===== config.mk =====
export PLATFORM = sky130hd
export DESIGN_NAME = tea_encrypt
export DESIGN_NICKNAME = d
export VERILOG_FILES = /design/src/rtl/tea_encrypt.sv
export SDC_FILE = /design/constraint.sdc
export NUM_CORES = 1
export LEC_CHECK = 0
export BUFFER_PORTS_ARGS = -buffer_cell sky130_fd_sc_hd__buf_4
export CAP_MARGIN = 20
export CORE_MARGIN = 8
export CORE_UTILIZATION = 50
export CTS_CLUSTER_SIZE = 10
export DETAILED_ROUTE_END_ITERATION = 8
export PLACE_DENSITY = 0.7
export SYNTH_ARGS = -nofsm -noshare
export SYNTH_HDL_FRONTEND = slang
export SYNTH_SLANG_ARGS = --single-unit

===== constraint.sdc =====
create_clock -name clk -period 7.6 [get_ports clk]
set_clock_uncertainty 0.2 [all_clocks]
set_input_delay 0.38 -clock clk [delete_from_list [all_inputs] [get_ports clk]]
set_output_delay 0.38 -clock clk [all_outputs]
set_load 0.02 [all_outputs]

===== src/rtl/tea_encrypt.sv =====
// TEA block cipher engine: one half-round per clock, 2*ROUNDS cycles per 64-bit block.
// Define TEA_DECRYPT_EN to add the iDecrypt port and the inverse (decrypt) datapath.
module tea_encrypt #(
   parameter int                   WORD_SIZE = 32,
   parameter int                   ROUNDS    = 32,
   parameter logic [WORD_SIZE-1:0] DELTA     = WORD_SIZE'(32'h9E3779B9)
) (
   input  logic                 clk,
   input  logic                 rst,
   input  logic [WORD_SIZE-1:0] iKey0,
   input  logic [WORD_SIZE-1:0] iKey1,
   input  logic [WORD_SIZE-1:0] iKey2,
   input  logic [WORD_SIZE-1:0] iKey3,
   input  logic                 iKey_valid,
   input  logic                 iValid,
   input  logic [WORD_SIZE-1:0] iV0,
   input  logic [WORD_SIZE-1:0] iV1,
`ifdef TEA_DECRYPT_EN
   input  logic                 iDecrypt,
`endif
   output logic                 oReady,
   output logic [WORD_SIZE-1:0] oV0,
   output logic [WORD_SIZE-1:0] oV1,
   output logic                 oDone
);

   localparam int CW = (ROUNDS > 1) ? $clog2(ROUNDS) : 1;
`ifdef TEA_DECRYPT_EN
   localparam logic [WORD_SIZE-1:0] SUM_DEC = WORD_SIZE'(DELTA * WORD_SIZE'(ROUNDS));
`endif

   typedef enum logic [1:0] {IDLE, ROUND_A, ROUND_B, DONE} state_t;

   state_t               state_r, state_s;
   logic [WORD_SIZE-1:0] k0_r, k1_r, k2_r, k3_r;
   logic [WORD_SIZE-1:0] v0_r, v1_r, sum_r;
   logic [WORD_SIZE-1:0] v0_nx_s, v1_nx_s, sum_nx_s, sum_up_s;
   logic [CW-1:0]        count_r;
   logic                 accept_s, last_s;
   logic                 ready_r, done_r;
   logic [WORD_SIZE-1:0] ov0_r, ov1_r;
`ifdef TEA_DECRYPT_EN
   logic                 dec_r;
`endif

   function automatic logic [WORD_SIZE-1:0] mix(input logic [WORD_SIZE-1:0] v,
                                                input logic [WORD_SIZE-1:0] ka,
                                                input logic [WORD_SIZE-1:0] kb,
                                                input logic [WORD_SIZE-1:0] s);
      mix = ((v << 3'd4) + ka) ^ (v + s) ^ ((v >> 3'd5) + kb);
   endfunction

   assign accept_s = iValid && iKey_valid && (state_r == IDLE);
   assign last_s   = (count_r == CW'(ROUNDS - 1));
   assign oReady   = ready_r;
   assign oDone    = done_r;
   assign oV0      = ov0_r;
   assign oV1      = ov1_r;

   // Next-state logic
   always_comb begin
      state_s = state_r;
      case (state_r)
         IDLE:    if (accept_s) state_s = ROUND_A; else state_s = IDLE;
         ROUND_A: state_s = ROUND_B;
         ROUND_B: if (last_s) state_s = DONE; else state_s = ROUND_A;
         DONE:    state_s = IDLE;
         default: state_s = IDLE;
      endcase
   end

   // Half-round datapath; ROUND_B in encrypt mode sees the v0 written by ROUND_A
   always_comb begin
      v0_nx_s  = v0_r;
      v1_nx_s  = v1_r;
      sum_nx_s = sum_r;
      sum_up_s = sum_r + DELTA;
      case (state_r)
         ROUND_A: begin
`ifdef TEA_DECRYPT_EN
            if (dec_r) begin
               v1_nx_s = v1_r - mix(v0_r, k2_r, k3_r, sum_r);
            end else
`endif
            begin
               sum_nx_s = sum_up_s;
               v0_nx_s  = v0_r + mix(v1_r, k0_r, k1_r, sum_up_s);
            end
         end
         ROUND_B: begin
`ifdef TEA_DECRYPT_EN
            if (dec_r) begin
               v0_nx_s  = v0_r - mix(v1_r, k0_r, k1_r, sum_r);
               sum_nx_s = sum_r - DELTA;
            end else
`endif
            begin
               v1_nx_s = v1_r + mix(v0_r, k2_r, k3_r, sum_r);
            end
         end
         default: begin
            v0_nx_s  = v0_r;
            v1_nx_s  = v1_r;
            sum_nx_s = sum_r;
         end
      endcase
   end

   // State, working registers and registered outputs
   always_ff @(posedge clk) begin
      if (rst) begin
         state_r <= IDLE;
         k0_r    <= '0;
         k1_r    <= '0;
         k2_r    <= '0;
         k3_r    <= '0;
         v0_r    <= '0;
         v1_r    <= '0;
         sum_r   <= '0;
         count_r <= '0;
         ready_r <= 1'b1;
         done_r  <= 1'b0;
         ov0_r   <= '0;
         ov1_r   <= '0;
`ifdef TEA_DECRYPT_EN
         dec_r   <= 1'b0;
`endif
      end else begin
         state_r <= state_s;
         ready_r <= (state_s == IDLE);
         done_r  <= (state_r == ROUND_B) && last_s;
         v0_r    <= v0_nx_s;
         v1_r    <= v1_nx_s;
         sum_r   <= sum_nx_s;
         if (accept_s) begin
            k0_r    <= iKey0;
            k1_r    <= iKey1;
            k2_r    <= iKey2;
            k3_r    <= iKey3;
            v0_r    <= iV0;
            v1_r    <= iV1;
            count_r <= '0;
`ifdef TEA_DECRYPT_EN
            dec_r   <= iDecrypt;
            sum_r   <= iDecrypt ? SUM_DEC : '0;
`else
            sum_r   <= '0;
`endif
         end
         if (state_r == ROUND_B) begin
            count_r <= count_r + CW'(1);
            if (last_s) begin
               ov0_r <= v0_nx_s;
               ov1_r <= v1_nx_s;
            end
         end
      end
   end

endmodule

==> results of run 1 <==
==> tightest hold or removal path, cell delays in order <==
cell and delay, ps:
buf_4 80, nor2_1 60, a311oi_1 240
==> layout make-up <==
class                   instances  area (um2)  share of cell area (%)
well taps                     607         759                    2.65
diodes                          1        2.50                 0.00872
clock buffers                  47        1000                    3.50
flip-flops and latches        297        5950                    20.7
multi-input cells            2544       16800                    58.4
clock inverters                 5        32.5                   0.113
inverters                      47         176                   0.615
repair buffers                467        4020                    14.0
==> report_power, final <==
group / internal [mW] / total [mW] / switching [mW]
clock: 0.917 / 1.60 / 0.681
sequential: 1.64 / 1.81 / 0.171
combinational: 1.51 / 3.62 / 2.11
total: 4.07 / 7.03 / 2.96
==> through the flow <==
step | area (um2) | utilization (%) | instances | total power [mW]
global placement | 25800 | 55.7 | 3773 | 5.24
global route | 28700 | 62.0 | 4014 | 7.41
detailed placement | 25800 | 55.7 | 3773 | 5.27
finish | 28700 | 62.0 | 4015 | 7.03
CTS | 28700 | 62.0 | 4013 | 6.97
floorplan | 23300 | - | 3006 | 4.30
==> synth_stat cells, drive strengths merged (18+ instances only) <==
library cell    n
a2111oi        26
a211oi         25
a21o          132
a21oi         397
a311oi         20
a31oi          24
and3           20
clkbuf        108
dfxtp         297
ha            244
inv            47
nand2         529
nand2b         34
nand3          44
nand4          19
nor2          221
nor2b          24
nor3           29
nor4           18
o21a           27
o21ai         136
o21bai         26
xnor2         310
xor2           89
==> timing repair <==
| action | 4_1_cts | 5_1_grt |
|---|---|---|
| endpoints found under the hold margin | 188 | 0 |
| hold buffers | 188 | 0 |
| endpoints found under the setup margin | 0 | 0 |
==> metal layers <==
layer | vias to the layer above | global-route usage, %
li1 | 11400 | -
met1 | 11100 | 42.5
met2 | 961 | 45.4
met3 | 118 | 5.27
met4 | 0 | 7.52
met5 | - | 0
==> cell families after synthesis <==
family                   count (synthesis)  synth area share [%]
flip-flops                             297                  25.5
buffers and inverters                  165                  2.67
AO/OA/AOI/OAI                          902                  24.2
adder cells (fa/ha/maj)                252                  13.8
XOR/XNOR                               404                  15.5
AND/OR/NAND/NOR                        986                  18.3
==> registers in the layout, indices dropped and copies added, names as in the netlist <==
name / count
oReady: 1
oDone: 1
sum_r: 32
oV1: 32
k3_r: 32
count_r: 5
state_r: 2
k0_r: 32
v1_r: 32
k2_r: 32
oV0: 32
k1_r: 32
v0_r: 32
==> path summary, 6_finish.rpt <==
kind	start	to	cells after the start
min	iV0[12]	v0_r[12]	3
max reg2reg	sum_r[0]	v0_r[31]	27
max	sum_r[0]	v0_r[31]	27
min reg2reg	oV0[22]	oV0[22]	2
==> impl_metrics.ini, run 1 <==
[timing]
whs_ps = 45.7
slew_headroom_pct = 32.4
finalHoldViolCount = 0
final-max-slew-violation-count = 0
fin_crit_ps = 6950
finalSetupViolCount = 0
finalCritPeriodShare_pct = 91.5
setup_tns_ps = 0
rsz0062_at_grt = false
setup_ws_ps = 649
worst_pin_slew_ps = 1000
fmax_ghz = 0.144

[detailed_routing]
highest_layer = met4
vias_per_cell = 5.87
detail_route.wl_per_cell_um = 20.7
route.detailed.drc = 0
initialDrtViolationCount = 1967
routed_wl_um = 83200
antenna_left = 0
wl_met3_um = 6850
num_vias = 23600
first_pass_iters = 6
wl_met1_um = 38500
wl_met2_um = 36000

[floorplanning]
fp.dieArea_um2 = 53800
die_h_um = 232
initial_utilization_pct = 50.4
row_count = 79
fp.dieW_um = 232
core_region_area_um2 = 46300
ios = 262

[final_layout]
nFillCells = 3999
mostFrequentLayoutCells = 528 x nand2_1, 396 x a21oi_1, 308 x xnor2_1
layout_commonest_cell = nand2_1
area_growth_pct = 23.2
layout-drive-gt1-share_pct = 10.5
num-nets-final = 3842

[place]
portBuffers = 261
hpwl_um = 63100
dp_slack_ps = 713
place_congestion = 1.01

[logic_synthesis]
ys_warn_count = 0
syn_area_um2 = 23300
synth-async-reset-ratio_pct = 0
synth_seq_cells = 297
synth_edf_count = 0
synth.distinct_cells = 75
synth_top_area_share_pct = 25.5
yosysSeqAreaShare_pct = 25.5
synthFlopType = dfxtp_1
avgSynthCellArea_um2 = 7.75
synth_area_leaders = dfxtp_1 26%, ha_1 13%, xnor2_1 12%
synth_largest_area_cell = dfxtp_1
syn_inst = 3006
syn_nets = 3454

[power]
ir_worst_vdd_v = 0.000195
p_leak_nw = 12.9
power_density_nw_per_um2 = 245

[critical_path]
crit_type = flop to flop
max_stage_delay_ps = 460
cp_common_cell = a21o_1
worst-path-buf-inv = 0
cpMaxStageDelayCell = a2111oi_4
worst-path-max-fanout = 6
cp-start-kind = flop
reg2reg_slack_ps = 650
worstSetupEndpointType = flop
crit_family = compound AO/OA/AOI/OAI gates
worst_ep_arrival_time_ps = 7220
cp.required_ps = 7870

[clocking]
htree_levels = 2
cts_resized = 0
cts_tree = done
cts-root-buf = clkbuf_16
clkTransAtPathRegs_ps = 60
numCtsBuffers = 37
cts_setup_buffers = 0
clkSinkCount = 297
clock_path_buffers = 3
insertion_delay_ps = 570

[job]
maxCapViolCount = 0

[grt]
grt_pass1_vias = 22700
grt_max_degree = 137
antenna_found_initial = 0
grt_pass1_wl_um = 127000
grt_util_all_layers_pct = 29.7
overflow = 0

[worst_hold_path]
min-delay-path-class = input pin to flop

[run_status]
status = complete, no violations
No activity file was read; power rests on OpenSTA's default activity.
==> inputs of run 2 (changes only) <==
--- a/config.mk
+++ b/config.mk
@@ -5,13 +5,14 @@
 export SDC_FILE = /design/constraint.sdc
 export NUM_CORES = 1
 export LEC_CHECK = 0
+export ABC_AREA = 1
 export BUFFER_PORTS_ARGS = -buffer_cell sky130_fd_sc_hd__buf_4
 export CAP_MARGIN = 20
 export CORE_MARGIN = 8
 export CORE_UTILIZATION = 50
 export CTS_CLUSTER_SIZE = 10
 export DETAILED_ROUTE_END_ITERATION = 8
-export PLACE_DENSITY = 0.7
+export PLACE_DENSITY = 0.69
 export SYNTH_ARGS = -nofsm -noshare
 export SYNTH_HDL_FRONTEND = slang
 export SYNTH_SLANG_ARGS = --single-unit
==> run 2 against run 1 <==
Compared with the run above: design area is 8.8% higher; setup slack improved by 1200 ps; final cell count is 23% higher; first-iteration DRC count grew 3.8%; utilization down 1.0 points; clock-buffer cell count is 2 lower; critical path depth is 5 higher; sequential cell count stayed put; largest power group unchanged.
==> impl_metrics.ini, run 2 <==
[run_status]
status = complete, no violations

[final_layout]
nFillCells = 4830
layout-drive-gt1-share_pct = 10.3
area_growth_pct = 20.9
num-nets-final = 4684
post-route-util_pct = 61.0
mostFrequentLayoutCells = 691 x nand2_1, 516 x nor2_1, 430 x inv_1
layout_commonest_cell = nand2_1
insertedDiodeCount = 0

[critical_path]
r2r_cells = 32
worst_ep_arrival_time_ps = 6030
startpoint = sum_r[1]
r2r_start = sum_r[1]
worst-path-max-fanout = 5
crit_type = flop to flop
reg2reg_slack_ps = 1810
cp-start-kind = flop
worstSetupEndpoint = v0_r[29]
worstSetupEndpointType = flop
r2r-end = v0_r[29]
cpMaxStageDelayCell = nor4_2
max_stage_delay_ps = 380
cp.required_ps = 7840

[timing]
finalHoldViolCount = 0
slew_headroom_pct = 29.8
fmax_ghz = 0.173
fin_crit_ps = 5790
worst_pin_slew_ps = 1040
finalCritPeriodShare_pct = 76.1
setup_tns_ps = 0
finalSetupViolCount = 0
whs_ps = 20.4
final-max-slew-violation-count = 0
rsz0062_at_grt = false

[detailed_routing]
first_pass_iters = 5
route.detailed.drc = 0
detail_route.wl_per_cell_um = 20.0
vias_per_cell = 5.53
num_vias = 27300
antenna_left = 0
initialDrtViolationCount = 2041
routed_wl_um = 98700

[floorplanning]
row_count = 83
fp.dieArea_um2 = 59200
initial_utilization_pct = 50.5
core_region_area_um2 = 51200
fp.dieW_um = 243
ios = 262
die_h_um = 243

[clocking]
cts_setup_buffers = 0
htree_levels = 2
clock_path_buffers = 3
insertion_delay_ps = 570
cts-root-buf = clkbuf_16
clkSinkCount = 297
numCtsBuffers = 37
clkTransAtPathRegs_ps = 60
cts_tree = done

[logic_synthesis]
avgSynthCellArea_um2 = 6.71
synth-async-reset-ratio_pct = 0
synth.most_common_cell = nand2_1
syn_nets = 4301
synth_largest_area_cell = dfxtp_1
synth.distinct_cells = 61
syn_inst = 3853
yosysSeqAreaShare_pct = 23.0
synth_area_leaders = dfxtp_1 23%, ha_1 12%, nand2_1 10%
synth_edf_count = 0
yosys-top-cells-count = 691 x nand2_1, 519 x nor2_1, 432 x inv_1
synthFlopType = dfxtp_1
synth_top_area_share_pct = 23.0
ys_warn_count = 0
synth_seq_cells = 297
syn_area_um2 = 25800

[place]
hpwl_um = 79200
place_congestion = 0.988
portBuffers = 261

[power]
p_leak_nw = 15.6
power_density_nw_per_um2 = 249
ir_worst_vdd_v = 0.000166

[grt]
grt_pass1_wl_um = 151000
grt_pass1_vias = 26800
grt_util_all_layers_pct = 32.1
grt_max_degree = 129
overflow = 0
antenna_found_initial = 1

[job]
maxCapViolCount = 0

[worst_hold_path]
min-delay-path-class = input pin to flop
## run 2: how the worst min path moves through the flow
stage / start / endpoint / slack, ps / depth (start not counted)
2_1_floorplan: count_r[3] / count_r[3] / 240 / 1
3_3_place_gp: oV0[27] / oV0[27] / 250 / 2
3_5_place_dp: count_r[4] / count_r[4] / 260 / 2
4_1_cts: iV1[12] / v1_r[12] / 3 / 5
5_1_grt: iV1[12] / v1_r[12] / 60 / 5
6_report: iV1[12] / v1_r[12] / 20 / 5
## run 2: logic make-up after synthesis
| family | share of synthesized area [%] |
|---|---|
| and+or+nand+nor | 24.2 |
| muxes | 0.116 |
| adders and majority gates | 12.4 |
| buffers and inverters | 7.89 |
| xor gates and xnor gates | 11.2 |
| AOI/OAI and AO/OA | 21.1 |
| DFF | 23.0 |
## run 2: final cells by class
| cell class | count | area [um2] | area share [%] |
|---|---|---|---|
| inverter | 439 | 1660 | 5.30 |
| clock inverter | 5 | 81.3 | 0.260 |
| sequential | 297 | 5950 | 19.0 |
| multi-input combinational | 3014 | 17900 | 57.3 |
| timing repair buffer | 447 | 3810 | 12.2 |
| tap | 680 | 851 | 2.72 |
| clock buffer | 45 | 1010 | 3.23 |
## run 2: timing repair
action,in CTS,in global routing
gates resized for setup,0,0
endpoints found under the setup margin,0,0
hold buffers,175,0
endpoints found under the hold margin,175,0
## run 2: power breakdown
| part | switching (mW) | total, mW | leakage [nW] | internal (mW) |
|---|---|---|---|---|
| clock network | 0.689 | 1.68 | 0.531 | 0.992 |
| registers | 0.182 | 1.84 | 2.43 | 1.66 |
| logic | 2.77 | 4.25 | 12.6 | 1.48 |
## run 2: metrics by stage
| step | cell area (um2) | instances | power (mW) | setup slack, ps |
|---|---|---|---|---|
| after CTS | 31200 | 4927 | 7.70 | 1830 |
| after global routing | 31200 | 4927 | 8.24 | 1210 |
| after detailed placement | 28400 | 4702 | 5.93 | 1880 |
| final | 31200 | 4927 | 7.77 | 1810 |
| after global placement | 28400 | 4702 | 5.94 | 1930 |
| after floorplan | 25800 | 3853 | 4.66 | 2860 |
## run 2: routing by layer
| metal | wire, um | global-route usage [%] | vias to the layer above |
|---|---|---|---|
| li1 | - | - | 13600 |
| met4 | 4290 | 13.2 | 0 |
| met1 | 42600 | 40.9 | 12600 |
| met3 | 6060 | 4.42 | 185 |
| met2 | 45800 | 54.0 | 923 |
| met5 | 0 | 0 | - |
## run 2: worst max-delay path: cells and delay by family (launching register included)
family                     cells  cell delay [ps]
and+or+nand+nor               18             2420
DFF                            1              360
AOI/OAI and AO/OA              4              780
buffers and inverters          3              190
xor gates and xnor gates       4              860
adders and majority gates      3              880
==> inputs of run 3 (changes only) <==
==> constraint.sdc (replaced) <==
create_clock -name clk -period 5.85 [get_ports clk]
set_clock_uncertainty 0.2 [all_clocks]
set_input_delay 0.2925 -clock clk [delete_from_list [all_inputs] [get_ports clk]]
set_output_delay 0.2925 -clock clk [all_outputs]
set_load 0.02 [all_outputs]
==> run 3 against run 2 <==
Compared with the run above: utilization is 1.3 points higher; final cell count is 1.1% higher; critical path depth is 5 lower; critical endpoint is now v1_r[31].
==> impl_metrics.ini, run 3 (synthesis results as in run 2) <==
[floorplanning]
ios = 262
initial_utilization_pct = 50.5
die_h_um = 243
core_region_area_um2 = 51200
fp.dieArea_um2 = 59200
fp.dieW_um = 243
row_count = 83

[timing]
fin_crit_ps = 5490
finalCritPeriodShare_pct = 93.8
finalHoldViolCount = 0
fmax_ghz = 0.182
setup_tns_ps = 0
whs_ps = 47.0
slew_headroom_pct = 32.2
worst_pin_slew_ps = 1010
finalSetupViolCount = 0
final-max-slew-violation-count = 0

[critical_path]
cpMaxStageDelayCell = xnor2_1
reg2reg_slack_ps = 360
worst-path-buf-inv = 4
worst_ep_arrival_time_ps = 5750
cp.required_ps = 6110
r2r_start = v0_r[5]
cp_common_cell = nor2_1
worst-path-max-fanout = 5
max_stage_delay_ps = 560
crit_type = flop to flop
crit_family = simple AND/OR/NAND/NOR gates
cp-start-kind = flop
r2r_cells = 27
r2r-end = v1_r[31]
worstSetupEndpointType = flop

[final_layout]
layout_commonest_cell = nand2_1
layout-drive-gt1-share_pct = 11.7
num-nets-final = 4734
post-route-util_pct = 62.3
area_growth_pct = 23.4
mostFrequentLayoutCells = 689 x nand2_1, 513 x nor2_1, 430 x inv_1

[place]
place_congestion = 0.992
portBuffers = 261
hpwl_um = 80000

[grt]
grt_pass1_vias = 26700
overflow = 0
grt_max_degree = 100
grt_util_all_layers_pct = 32.7
antenna_found_initial = 1
grt_pass1_wl_um = 153000

[worst_hold_path]
worstHoldPathCells = 5
hold_start = iValid
hold_end = k0_r[2]
min-delay-path-class = input pin to flop

[detailed_routing]
first_pass_iters = 6
num_vias = 27600
detail_route.wl_per_cell_um = 20.3
initialDrtViolationCount = 2239
vias_per_cell = 5.53
antenna_left = 0
routed_wl_um = 101000
route.detailed.drc = 0

[clocking]
clkTransAtPathRegs_ps = 60
cts-root-buf = clkbuf_16
htree_levels = 2
cts_tree = done
numCtsBuffers = 37
clkSinkCount = 297
insertion_delay_ps = 570
clock_path_buffers = 3

[power]
ir_worst_vdd_v = 0.000215
power_mw = 10.3
p_leak_nw = 15.9
power_density_nw_per_um2 = 324

[run_status]
status = complete, no violations

[job]
maxCapViolCount = 0
==> run 3: changes by cell type in the layout (fill, tap and decap cells not counted), moves of 4 or more <==
cell           previous run  this run
dlygate4sd3_1           175       191
buf_4                   271       305
ha_4                      0         6
ha_1                    244       234
ha_2                      0         4
==> run 3: routing by layer <==
layer | track usage, % | vias up | wire (um)
li1 | - | 13700 | -
met4 | 12.8 | 0 | 4180
met5 | 0 | - | 0
met1 | 41.6 | 12800 | 43400
met2 | 55.7 | 920 | 47300
met3 | 4.40 | 188 | 5990
==> run 3: final cells by class <==
cell class                 count  area (um2)
multi-input combinational   3014       18100
fill                        4794       19300
inverter                     439        1660
tap                          680         851
sequential                   297        5950
antenna                        1        2.50
timing repair buffer         497        4220
clock buffer                  50        1060
clock inverter                 3        68.8
==> run 3: worst register-to-register path, delay by kind of cell, from the launching register on <==
family / cells / cell delay, ps
compound gates: 6 / 1250
buf+inv: 4 / 320
fa+ha+maj: 3 / 1160
simple gates: 12 / 1350
xor+xnor: 2 / 700
flops: 1 / 410
==> run 3: worst max path at each step <==
stage	startpoint	to	cells after the start
after global placement	sum_r[0]	v0_r[31]	36
after global routing	sum_r[0]	v0_r[31]	44
after floorplan	sum_r[0]	v0_r[29]	31
after CTS	sum_r[0]	v0_r[31]	36
final	v0_r[5]	v1_r[31]	27
after detailed placement	sum_r[0]	v0_r[31]	36
==> run 3: power breakdown <==
part           internal, mW  total [mW]  switching [mW]  leakage (nW)
combinational          2.03        5.74            3.71          12.9
clock                  1.33        2.23           0.898         0.550
sequential             2.16        2.37           0.210          2.43
total                  5.52        10.3            4.82          15.9
==> run 3: per-stage QoR <==
stage,cells,area [um2],worst slack (ps)
floorplan,3853,25800,1110
global placement,4733,28600,414
detailed placement,4733,28600,290
CTS,4977,31700,284
global route,4981,31900,-14.6
finish,4981,31900,360
==> run 3: timing repair <==
item | 4_1_cts | 5_1_grt
hold endpoints to repair | 191 | 0
hold buffers | 191 | 0
setup buffers | 0 | 3
resized for setup | 0 | 38
setup endpoints to repair | 0 | 11
